--- src/rtl/mult_pkg.sv ---
// Shared definitions for the shift-add multiplier datapath.
package mult_pkg;

    // Default operand width of the multiplier datapath.
    localparam int MULT_WIDTH = 4;

    // Reference {carry, sum} of two unsigned operands truncated to 'width' bits.
    // The result occupies the low width+1 bits. Callers must keep width <= 32.
    function automatic logic [32:0] ref_sum(input logic [31:0] a,
                                            input logic [31:0] m,
                                            input int unsigned width);
        logic [32:0] mask;
        logic [32:0] full;
        mask = (33'd1 << width) - 33'd1;
        full = ({1'b0, a} & mask) + ({1'b0, m} & mask);
        return full & ((mask << 1) | 33'd1);
    endfunction

endpackage

--- src/rtl/full_adder.sv ---
// One-bit full-adder cell used to build the ripple-carry chain.
module full_adder (
    input  logic a,
    input  logic b,
    input  logic cin,
    output logic s,
    output logic cout
);

    assign s    = a ^ b ^ cin;
    assign cout = (a & b) | (cin & (a ^ b));

endmodule

--- src/rtl/mult_adder.sv ---
// Accumulate stage of the shift-add multiplier.
// Computes {C, Sum} = A + M through a ripple-carry chain and registers the
// result. The carry-out becomes the extra MSB of the accumulator/shift register.
module mult_adder
    import mult_pkg::*;
#(
    parameter int n = MULT_WIDTH
) (
    input  logic         clock,
    input  logic         n_reset,
    input  logic [n-1:0] A,
    input  logic [n-1:0] M,
    output logic [n-1:0] Sum,
    output logic         C
);

    logic [n:0]   carry;
    logic [n-1:0] sum_comb;

    // The chain has no carry-in.
    assign carry[0] = 1'b0;

    for (genvar i = 0; i < n; i++) begin : g_chain
        full_adder u_fa (
            .a    (A[i]),
            .b    (M[i]),
            .cin  (carry[i]),
            .s    (sum_comb[i]),
            .cout (carry[i+1])
        );
    end

    // Output register. A low n_reset discards the operands sampled on that edge.
    always_ff @(posedge clock) begin
        if (!n_reset) begin
            Sum <= '0;
            C   <= 1'b0;
        end else begin
            Sum <= sum_comb;
            C   <= carry[n];
        end
    end

endmodule

--- config.mk ---
export PLATFORM = sky130hd
export DESIGN_NAME = mult_adder
export DESIGN_NICKNAME = d
export VERILOG_FILES = /design/src/rtl/mult_pkg.sv /design/src/rtl/full_adder.sv /design/src/rtl/mult_adder.sv
export SDC_FILE = /design/constraint.sdc
export NUM_CORES = 1
export LEC_CHECK = 0
export ABC_AREA = 0
export BUFFER_PORTS_ARGS = -buffer_cell sky130_fd_sc_hd__buf_2
export CAP_MARGIN = 20
export CORE_AREA = 2 2 39 41
export CTS_BUF_LIST = sky130_fd_sc_hd__clkbuf_8
export DETAILED_ROUTE_END_ITERATION = 16
export DIE_AREA = 0 0 41 43
export GPL_TIMING_DRIVEN = 0
export PLACE_DENSITY = 0.41
export SLEW_MARGIN = 20
export SYNTH_ARGS = -nofsm -noshare
export SYNTH_HDL_FRONTEND = slang
export SYNTH_SLANG_ARGS = --single-unit
--- constraint.sdc ---
create_clock -name clock -period 5.7 [get_ports clock]
set_clock_uncertainty 0.1 [all_clocks]
set_input_delay 1.14 -clock clock [delete_from_list [all_inputs] [get_ports clock]]
set_output_delay 1.14 -clock clock [all_outputs]
set_load 0.1 [all_outputs]
==> results.txt, run 1 <==
----------------------------------------------------
[Clock tree]
  CTS hold repair buffers ... 0
  Deepest clock path buffer count ... 2
  Gates resized, CTS repair ... 0
  TritonCTS Sinks ... 5
  Buffers inserted by post-CTS timing repair ... 0
  H-tree depth ... 1
  Num CTS Buffers ... 3
  Clock root buffer ... sky130_fd_sc_hd__clkbuf_8
  CTS tree ... built
  Clock edge transition at the registers on the reported setup and hold paths ... 30 ps

[Logic synthesis]
  Synth top area share ... 44.7%
  FFs w/ async S/R, synth ... 0%
  Number of enable-type register cells in the synthesized netlist ... 0
  Count leader, synth ... sky130_fd_sc_hd__dfxtp_1
  Post-synthesis instance area ... 224 um2
  Post-synthesis register bit count ... 5
  Post-synth top area cell ... sky130_fd_sc_hd__dfxtp_1
  Number of distinct library cells after synthesis ... 6
  Post-synthesis cell count ... 17
  Mean post-synth cell area ... 13.2 um2
  Number of warning messages in the yosys log ... 0
  Share of the yosys chip area belonging to registers ... 44.7%
  Most instantiated cells after synthesis ... 5 x sky130_fd_sc_hd__dfxtp_1, 3 x sky130_fd_sc_hd__and2_2, 3 x sky130_fd_sc_hd__fa_1, 3 x sky130_fd_sc_hd__inv_1, 2 x sky130_fd_sc_hd__and2b_2
  Net count after synthesis ... 31
  Ys flop type ... sky130_fd_sc_hd__dfxtp_1
  Largest cells by area after synthesis ... sky130_fd_sc_hd__dfxtp_1 45%, sky130_fd_sc_hd__fa_1 27%, sky130_fd_sc_hd__and2_2 10%

[Timing]
  Relative slew slack ... 67.9%
  Tcrit/Tclk final ... 48.9%
  Number of failing hold endpoints at the final stage ... 0
  Total negative slack for setup checks ... 0 ps
  Slew @ Worst Pin ... 485 ps
  Setup repair after global routing missed its margin ... no
  Final setup viols ... 0
  Pins Over Slew Limit ... 0
  Maximum achievable frequency ... 359 MHz
  Final worst slack ... 2910 ps
  Post-route minimum period ... 2790 ps

[Placed design]
  DP Worst Slack ... 2660 ps
  Final weighted congestion of routability-driven global placement ... 0.575
  IO Port Bufs ... 14
  Post-detail-place hpwl ... 317 um
  Dpl cells ... 47

[Worst hold path]
  Worst hold start ... n_reset
  Min-Delay Path Depth ... 2
  Hold-critical path endpoint ... Sum[2]
  Worst min-delay path class ... in2reg

[Detailed routing]
  WL final ... 369 um
  Initial detailed-routing violation count ... 0
  Final ANT Viol Nets ... 0
  Final routed wire length divided by cell count ... 7.24 um
  DRT Pass-1 Iters ... 1
  Number of design rule violations left after detail routing ... 0
  Detailed-route vias per instance ... 3.39
  Vias after detailed routing ... 173

[Floorplan]
  Floorplan die area ... 1760 um2
  IO Count ... 15
  Overall die width ... 41 um
  Starting Density ... 16.2%
  Height of the chip ... 43 um
  Num rows ... 14
  Floorplan core area ... 1380 um2

[Cells and area]
  Count of non-filler cells in the finished layout ... 51
  Net count of the finished layout ... 50
  Antenna cell count ... 0
  Layout overhead on the synthesized area ... 60.3%
  Final core area utilization ... 25.9%
  Layout cell share with drive strength beyond 1 ... 62.9%

[Critical path]
  Critical Path End Type ... register
  Required time worst endpoint ... 5770 ps
  Crit start category ... input pin
  Critical path start-end classification ... in2reg
  Maximum net fanout on the critical path ... 1
  CP Data Arrival Time ... 2860 ps

[Global routing]
  Global-route wire length before repair ... 538 um
  Total routing usage reported by global routing ... 5.66%
  Vias in the first global route ... 165
  Sum of overflow across all layers after global routing ... 0
  Antenna violations before repair ... 0
  Pin count of the biggest net entering global routing ... 6

[Pwr]
  Power per cell area ... 398 nW/um2
  Worst vdd ir ... 71.9 uV
  Static Leakage ... 0.194 nW

[Status]
  Status ... completed

[Flow run]
  Number of maximum-capacitance violations ... 0

----------------------------------------------------
layout by cell type (no fill, tap or decap):
cell	netlist	routed
sky130_fd_sc_hd__buf_2	0	14
sky130_fd_sc_hd__clkbuf_8	0	3
sky130_fd_sc_hd__fa_1	3	3
sky130_fd_sc_hd__ha_1	1	1
sky130_fd_sc_hd__and2_2	3	3
sky130_fd_sc_hd__and2b_2	2	2
sky130_fd_sc_hd__dfxtp_1	5	5
sky130_fd_sc_hd__inv_1	3	4
logic make-up after synthesis:
family	Yosys count	share of synthesized area [%]
flip-flops	5	44.7
AND/OR/NAND/NOR	5	17.9
buffers and inverters	3	5.03
adder cells (fa/ha/maj)	4	32.4
sequential cells by signal, summed over array words and instances (netlist names):
register  flops
Sum           4
C             1
metal layers:
layer	track usage, %	share of wire [%]	vias to the layer above
li1	-	-	84
met1	3.28	27	76
met2	7.81	54	10
met3	0	10	3
met4	14.0	8.4	0
met5	0	0	-
stage by stage:
| stage | hold WS [ps] | total power, mW | cell area, um2 |
|---|---|---|---|
| final | 1080 | 0.143 | 359 |
| after global routing | 1110 | 0.150 | 359 |
| after CTS | 1080 | 0.146 | 359 |
| after detailed placement | 1310 | 0.0813 | 314 |
| after global placement | 1310 | 0.0808 | 314 |
| after floorplan | 1180 | 0.0728 | 224 |
power breakdown:
group | switching (mW) | internal [mW]
combinational | 0.0315 | 0.00906
sequential | 0.000720 | 0.0388
clock | 0.0168 | 0.0461
total | 0.0490 | 0.0940
worst max-delay path, stage by stage:
cell                      delay (ps)
sky130_fd_sc_hd__buf_2           100
sky130_fd_sc_hd__ha_1            190
sky130_fd_sc_hd__fa_1            380
sky130_fd_sc_hd__fa_1            370
sky130_fd_sc_hd__inv_1            70
sky130_fd_sc_hd__fa_1            400
sky130_fd_sc_hd__and2b_2         210
area by class of cell:
cell class                      count  area [um2]
Clock buffer                        3        41.3
Clock inverter                      1        3.75
Fill cell                         159        1020
Inverter                            3        11.3
Multi-Input combinational cell      9         113
Sequential cell                     5         100
Tap cell                           16        20.0
Timing Repair Buffer               14        70.1
how the worst max path moves through the flow:
| stage | start | end | slack (ps) | cells after the start |
|---|---|---|---|---|
| final | A[0] | Sum[3] | 2910 | 7 |
| after detailed placement | A[0] | Sum[3] | 2660 | 7 |
| after global routing | A[0] | Sum[3] | 2850 | 7 |
| after floorplan | A[0] | Sum[3] | 2840 | 6 |
| after global placement | A[0] | Sum[3] | 2680 | 7 |
| after CTS | A[0] | Sum[3] | 2890 | 7 |
No activity file was read; power rests on OpenSTA's default activity.
==> run 2: changes to the inputs <==
--- a/config.mk
+++ b/config.mk
@@ -13,7 +13,7 @@
 export DETAILED_ROUTE_END_ITERATION = 16
 export DIE_AREA = 0 0 41 43
 export GPL_TIMING_DRIVEN = 0
-export PLACE_DENSITY = 0.41
+export PLACE_DENSITY = 0.42
 export SLEW_MARGIN = 20
 export SYNTH_ARGS = -nofsm -noshare
 export SYNTH_HDL_FRONTEND = slang
==> constraint.sdc (replaced) <==
create_clock -name clock -period 2.4 [get_ports clock]
set_clock_uncertainty 0.1 [all_clocks]
set_input_delay 0.48 -clock clock [delete_from_list [all_inputs] [get_ports clock]]
set_output_delay 0.48 -clock clock [all_outputs]
set_load 0.1 [all_outputs]
==> run 2 against run 1 <==
Net effect: non-clock buffer count is the same; die area is the same; via count shrank 10%; clock power grew 140%; critical path type unchanged; largest power group unchanged; highest routed layer is now met3.
==> results.txt, run 2 (same netlist as run 1, synthesis figures left out) <==
----------------------------------------------------
[Clock tree]
  Clock edge transition at the registers on the reported setup and hold paths ... 40 ps
  Num CTS Buffers ... 3
  CTS tree ... built
  Clock root buffer ... sky130_fd_sc_hd__clkbuf_8
  Buffers inserted by post-CTS timing repair ... 0
  TritonCTS Sinks ... 5
  Deepest clock path buffer count ... 2
  Gates resized, CTS repair ... 0
  H-tree depth ... 1
  CTS hold repair buffers ... 0

[Critical path]
  Maximum net fanout on the critical path ... 1
  Critical path start-end classification ... in2reg
  Critical Path End Type ... register
  CP Data Arrival Time ... 2210 ps
  Crit. Startpoint ... A[0]
  Required time worst endpoint ... 2470 ps
  Worst setup path endpoint ... Sum[3]
  Crit start category ... input pin

[Cells and area]
  Filler cell count ... 151
  Layout overhead on the synthesized area ... 60.9%
  Final core area utilization ... 26.0%
  Net count of the finished layout ... 50
  Count of non-filler cells in the finished layout ... 51
  Max FFs per register ... 4
  Register with the most flip-flops ... Sum
  Registers with the most flip-flops ... Sum: 4 flops, C: 1 flops
  Summed area of non-filler cells in the final layout ... 360 um2
  Most frequent cells in the layout ... 14 x sky130_fd_sc_hd__buf_2, 5 x sky130_fd_sc_hd__dfxtp_1
  Antenna cell count ... 0
  Layout cell share with drive strength beyond 1 ... 65.7%
  Commonest non-fill, non-tap cell in the layout ... sky130_fd_sc_hd__buf_2

[Floorplan]
  Num rows ... 14
  Starting Density ... 16.2%
  Floorplan die area ... 1760 um2
  IO Count ... 15
  Overall die width ... 41 um
  Height of the chip ... 43 um
  Floorplan core area ... 1380 um2

[Timing]
  Tcrit/Tclk final ... 89.3%
  Slew @ Worst Pin ... 486 ps
  Maximum achievable frequency ... 466 MHz
  Final hold slack ... 419 ps
  Total negative slack for setup checks ... 0 ps
  Final worst slack ... 256 ps
  Post-route minimum period ... 2140 ps
  Relative slew slack ... 67.8%
  Number of failing hold endpoints at the final stage ... 0
  Pins Over Slew Limit ... 0
  Final setup viols ... 0
  Setup repair after global routing missed its margin ... no

[Global routing]
  Pin count of the biggest net entering global routing ... 6
  Global-route wire length before repair ... 455 um
  Antenna violations before repair ... 0
  Total routing usage reported by global routing ... 4.44%
  Sum of overflow across all layers after global routing ... 0
  Vias in the first global route ... 143

[Placed design]
  Final weighted congestion of routability-driven global placement ... 0.586
  Area after detailed placement ... 314 um2
  DP Worst Slack ... 11.7 ps
  IO Port Bufs ... 14
  Dpl cells ... 47
  Post-detail-place hpwl ... 340 um

[Pwr]
  Total Power ... 0.343 mW
  Power per cell area ... 953 nW/um2
  Worst vdd ir ... 171 uV
  Static Leakage ... 0.193 nW

[Detailed routing]
  Final routed wire length divided by cell count ... 7.27 um
  Detailed-route vias per instance ... 3.04
  Routed metal-1 wirelength ... 115 um
  Routed met3 length ... 49 um
  Vias after detailed routing ... 155
  Final ANT Viol Nets ... 0
  Number of design rule violations left after detail routing ... 0
  WL final ... 371 um
  Initial detailed-routing violation count ... 0
  WL met2 ... 207 um
  DR top layer ... met3
  DRT Pass-1 Iters ... 1

[Status]
  Status ... completed

[Worst hold path]
  Worst min-delay path class ... in2reg

[Flow run]
  Number of maximum-capacitance violations ... 0

----------------------------------------------------
## run 2: changes by cell type in the layout (fill, tap and decap cells not counted), sizes merged
cell	before	now
clkinv	0	1
inv	4	3
## run 2: worst min-delay path by stage
stage,endpoint,slack [ps],startpoint,cells past startpoint
after detailed placement,Sum[2],650,n_reset,2
after global routing,Sum[2],440,n_reset,2
after floorplan,Sum[1],520,n_reset,1
after global placement,Sum[1],640,n_reset,2
final,Sum[2],420,n_reset,2
after CTS,Sum[2],420,n_reset,2
## run 2: critical path: stages
cell                      delay (ps)
sky130_fd_sc_hd__buf_2           100
sky130_fd_sc_hd__ha_1            210
sky130_fd_sc_hd__fa_1            380
sky130_fd_sc_hd__fa_1            360
sky130_fd_sc_hd__inv_1            80
sky130_fd_sc_hd__fa_1            390
sky130_fd_sc_hd__and2b_2         210
## run 2: area by class of cell
type                    instances  area, um2  share of cell area, %
clock buffers                   3       41.3                   11.5
clock inverters                 1       5.00                   1.39
inverters                       3       11.3                   3.12
multi-input cells               9        113                   31.2
flip-flops and latches          5        100                   27.8
well taps                      16       20.0                   5.56
repair buffers                 14       70.1                   19.4
## run 2: report_power, final
| group | total, mW | internal [mW] | leakage [nW] | switching, mW |
|---|---|---|---|---|
| clock | 0.152 | 0.111 | 0.0255 | 0.0407 |
| combinational | 0.0975 | 0.0220 | 0.125 | 0.0755 |
| sequential | 0.0936 | 0.0921 | 0.0417 | 0.00153 |
## run 2: metal layers
| layer | track usage [%] | vias to the layer above |
|---|---|---|
| met3 | 0 | 0 |
| li1 | - | 84 |
| met5 | 0 | - |
| met1 | 3.61 | 62 |
| met4 | 8.00 | 0 |
| met2 | 6.56 | 9 |
==> run 3: changes to the inputs <==
--- a/config.mk
+++ b/config.mk
@@ -13,8 +13,8 @@
 export DETAILED_ROUTE_END_ITERATION = 16
 export DIE_AREA = 0 0 41 43
 export GPL_TIMING_DRIVEN = 0
-export PLACE_DENSITY = 0.42
-export SLEW_MARGIN = 20
+export PLACE_DENSITY = 0.39
+export REMOVE_ABC_BUFFERS = 1
 export SYNTH_ARGS = -nofsm -noshare
 export SYNTH_HDL_FRONTEND = slang
 export SYNTH_SLANG_ARGS = --single-unit
==> run 3 against run 2 <==
Net effect: combinational power fell by 0.5%; utilization is 0.090 points lower; first-iteration DRC count unchanged; flip-flop and latch count unchanged; total power fell by 1.7%; setup slack improved by 19 ps; sequential power about the same; critical path type unchanged; fmax grew 0.89%; routed wire length grew 1.6%; count of clock-buffer cells in the layout unchanged.
==> results.txt, run 3 (same netlist as run 1, synthesis figures left out) <==
----------------------------------------------------
[Clock tree]
  Deepest clock path buffer count ... 2
  Clock root buffer ... sky130_fd_sc_hd__clkbuf_8
  Gates resized, CTS repair ... 0
  H-tree depth ... 1
  Buffers inserted by post-CTS timing repair ... 0
  CTS hold repair buffers ... 0
  Clock edge transition at the registers on the reported setup and hold paths ... 30 ps
  CTS tree ... built
  Num CTS Buffers ... 3
  TritonCTS Sinks ... 5

[Pwr]
  Power per cell area ... 940 nW/um2
  Worst vdd ir ... 135 uV
  Static Leakage ... 0.194 nW

[Critical path]
  Delay of the slowest cell on the worst path ... 400 ps
  Crit start category ... input pin
  CP Cell Sequence ... buf_2, ha_1, fa_1, fa_1, inv_1, fa_1, and2b_2
  Buffers plus inverters on the worst setup path ... 2
  Required time worst endpoint ... 2460 ps
  Cell family contributing the most delay on the critical path ... adder cells
  Critical Path End Type ... register
  Most Frequent Cell on Critical Path ... sky130_fd_sc_hd__fa_1
  Maximum net fanout on the critical path ... 1
  CP Data Arrival Time ... 2190 ps
  Critical path start-end classification ... in2reg
  Slowest stage cell on the critical path ... sky130_fd_sc_hd__fa_1

[Flow run]
  Number of maximum-capacitance violations ... 0

[Placed design]
  IO Port Bufs ... 14
  Post-detail-place hpwl ... 325 um
  Area after detailed placement ... 314 um2
  Final weighted congestion of routability-driven global placement ... 0.581
  Dpl cells ... 47

[Timing]
  Relative slew slack ... 67.8%
  Setup repair after global routing missed its margin ... no
  Post-route minimum period ... 2130 ps
  Slew @ Worst Pin ... 487 ps
  Tcrit/Tclk final ... 88.5%
  Final hold slack ... 428 ps
  Pins Over Slew Limit ... 0
  Number of failing hold endpoints at the final stage ... 0
  Total negative slack for setup checks ... 0 ps
  Final setup viols ... 0
  Maximum achievable frequency ... 471 MHz

[Worst hold path]
  Hold-critical path endpoint ... Sum[1]
  Worst hold start ... n_reset
  Worst min-delay path class ... in2reg
  Min-Delay Path Depth ... 2

[Cells and area]
  Registers with the most flip-flops ... Sum: 4 flops, C: 1 flops
  Count of non-filler cells in the finished layout ... 51
  Area of the multi-input gates ... 113 um2
  Commonest non-fill, non-tap cell in the layout ... sky130_fd_sc_hd__buf_2
  Layout cell share with drive strength beyond 1 ... 62.9%
  Filler cell count ... 160
  Net count of the finished layout ... 50
  Max FFs per register ... 4
  Antenna cell count ... 0
  Layout overhead on the synthesized area ... 60.3%
  Summed area of non-filler cells in the final layout ... 359 um2
  Sequential Area ... 100 um2
  Most frequent cells in the layout ... 14 x sky130_fd_sc_hd__buf_2, 5 x sky130_fd_sc_hd__dfxtp_1, 4 x sky130_fd_sc_hd__inv_1
  Register with the most flip-flops ... Sum
  Final core area utilization ... 25.9%

[Detailed routing]
  Final routed wire length divided by cell count ... 7.39 um
  Vias after detailed routing ... 164
  Final ANT Viol Nets ... 0
  Number of design rule violations left after detail routing ... 0
  DRT Pass-1 Iters ... 1
  WL final ... 377 um
  Detailed-route vias per instance ... 3.22
  Initial detailed-routing violation count ... 0

[Global routing]
  Sum of overflow across all layers after global routing ... 0
  Pin count of the biggest net entering global routing ... 6
  Global-route wire length before repair ... 462 um
  Vias in the first global route ... 135
  Total routing usage reported by global routing ... 4.75%
  Antenna violations before repair ... 0

[Floorplan]
  Overall die width ... 41 um
  Floorplan core area ... 1380 um2
  IO Count ... 15
  Num rows ... 14
  Height of the chip ... 43 um
  Floorplan die area ... 1760 um2
  Starting Density ... 16.2%

[Status]
  Status ... completed

----------------------------------------------------
-- run 3: cell types whose count changed in the layout (fill, tap and decap cells not counted) --
cell                       change
sky130_fd_sc_hd__inv_1         +1
sky130_fd_sc_hd__clkinv_2      -1
-- run 3: metal layers --
layer | GRT usage [%] | wire (um) | vias up
li1 | - | - | 84
met1 | 4.61 | 124 | 73
met2 | 4.69 | 210 | 7
met3 | 0 | 43 | 0
met4 | 12.0 | 0 | 0
met5 | 0 | 0 | -
-- run 3: worst max path at each step --
stage          cells after the start  startpoint      to
2_1_floorplan                      6        A[0]  Sum[3]
3_3_place_gp                       7        A[0]  Sum[3]
3_5_place_dp                       7        A[0]  Sum[3]
4_1_cts                            7        A[0]  Sum[3]
5_1_grt                            7        A[0]  Sum[3]
6_report                           7        A[0]  Sum[3]
-- run 3: report_power, final --
group / total [mW] / internal, mW / switching (mW)
Combinational: 0.0970 / 0.0218 / 0.0752
Clock: 0.147 / 0.109 / 0.0376
Sequential: 0.0937 / 0.0922 / 0.00150
-- run 3: cell type report --
cell class                      count  area share (%)
Timing Repair Buffer               14            19.5
Clock inverter                      1            1.05
Sequential cell                     5            27.9
Tap cell                           16            5.57
Inverter                            3            3.14
Multi-Input combinational cell      9            31.4
Clock buffer                        3            11.5
-- run 3: through the flow --
step	total power, mW	setup slack [ps]
floorplan	0.173	199
global placement	0.192	41.0
detailed placement	0.193	34.1
CTS	0.344	262
global route	0.351	207
finish	0.338	275
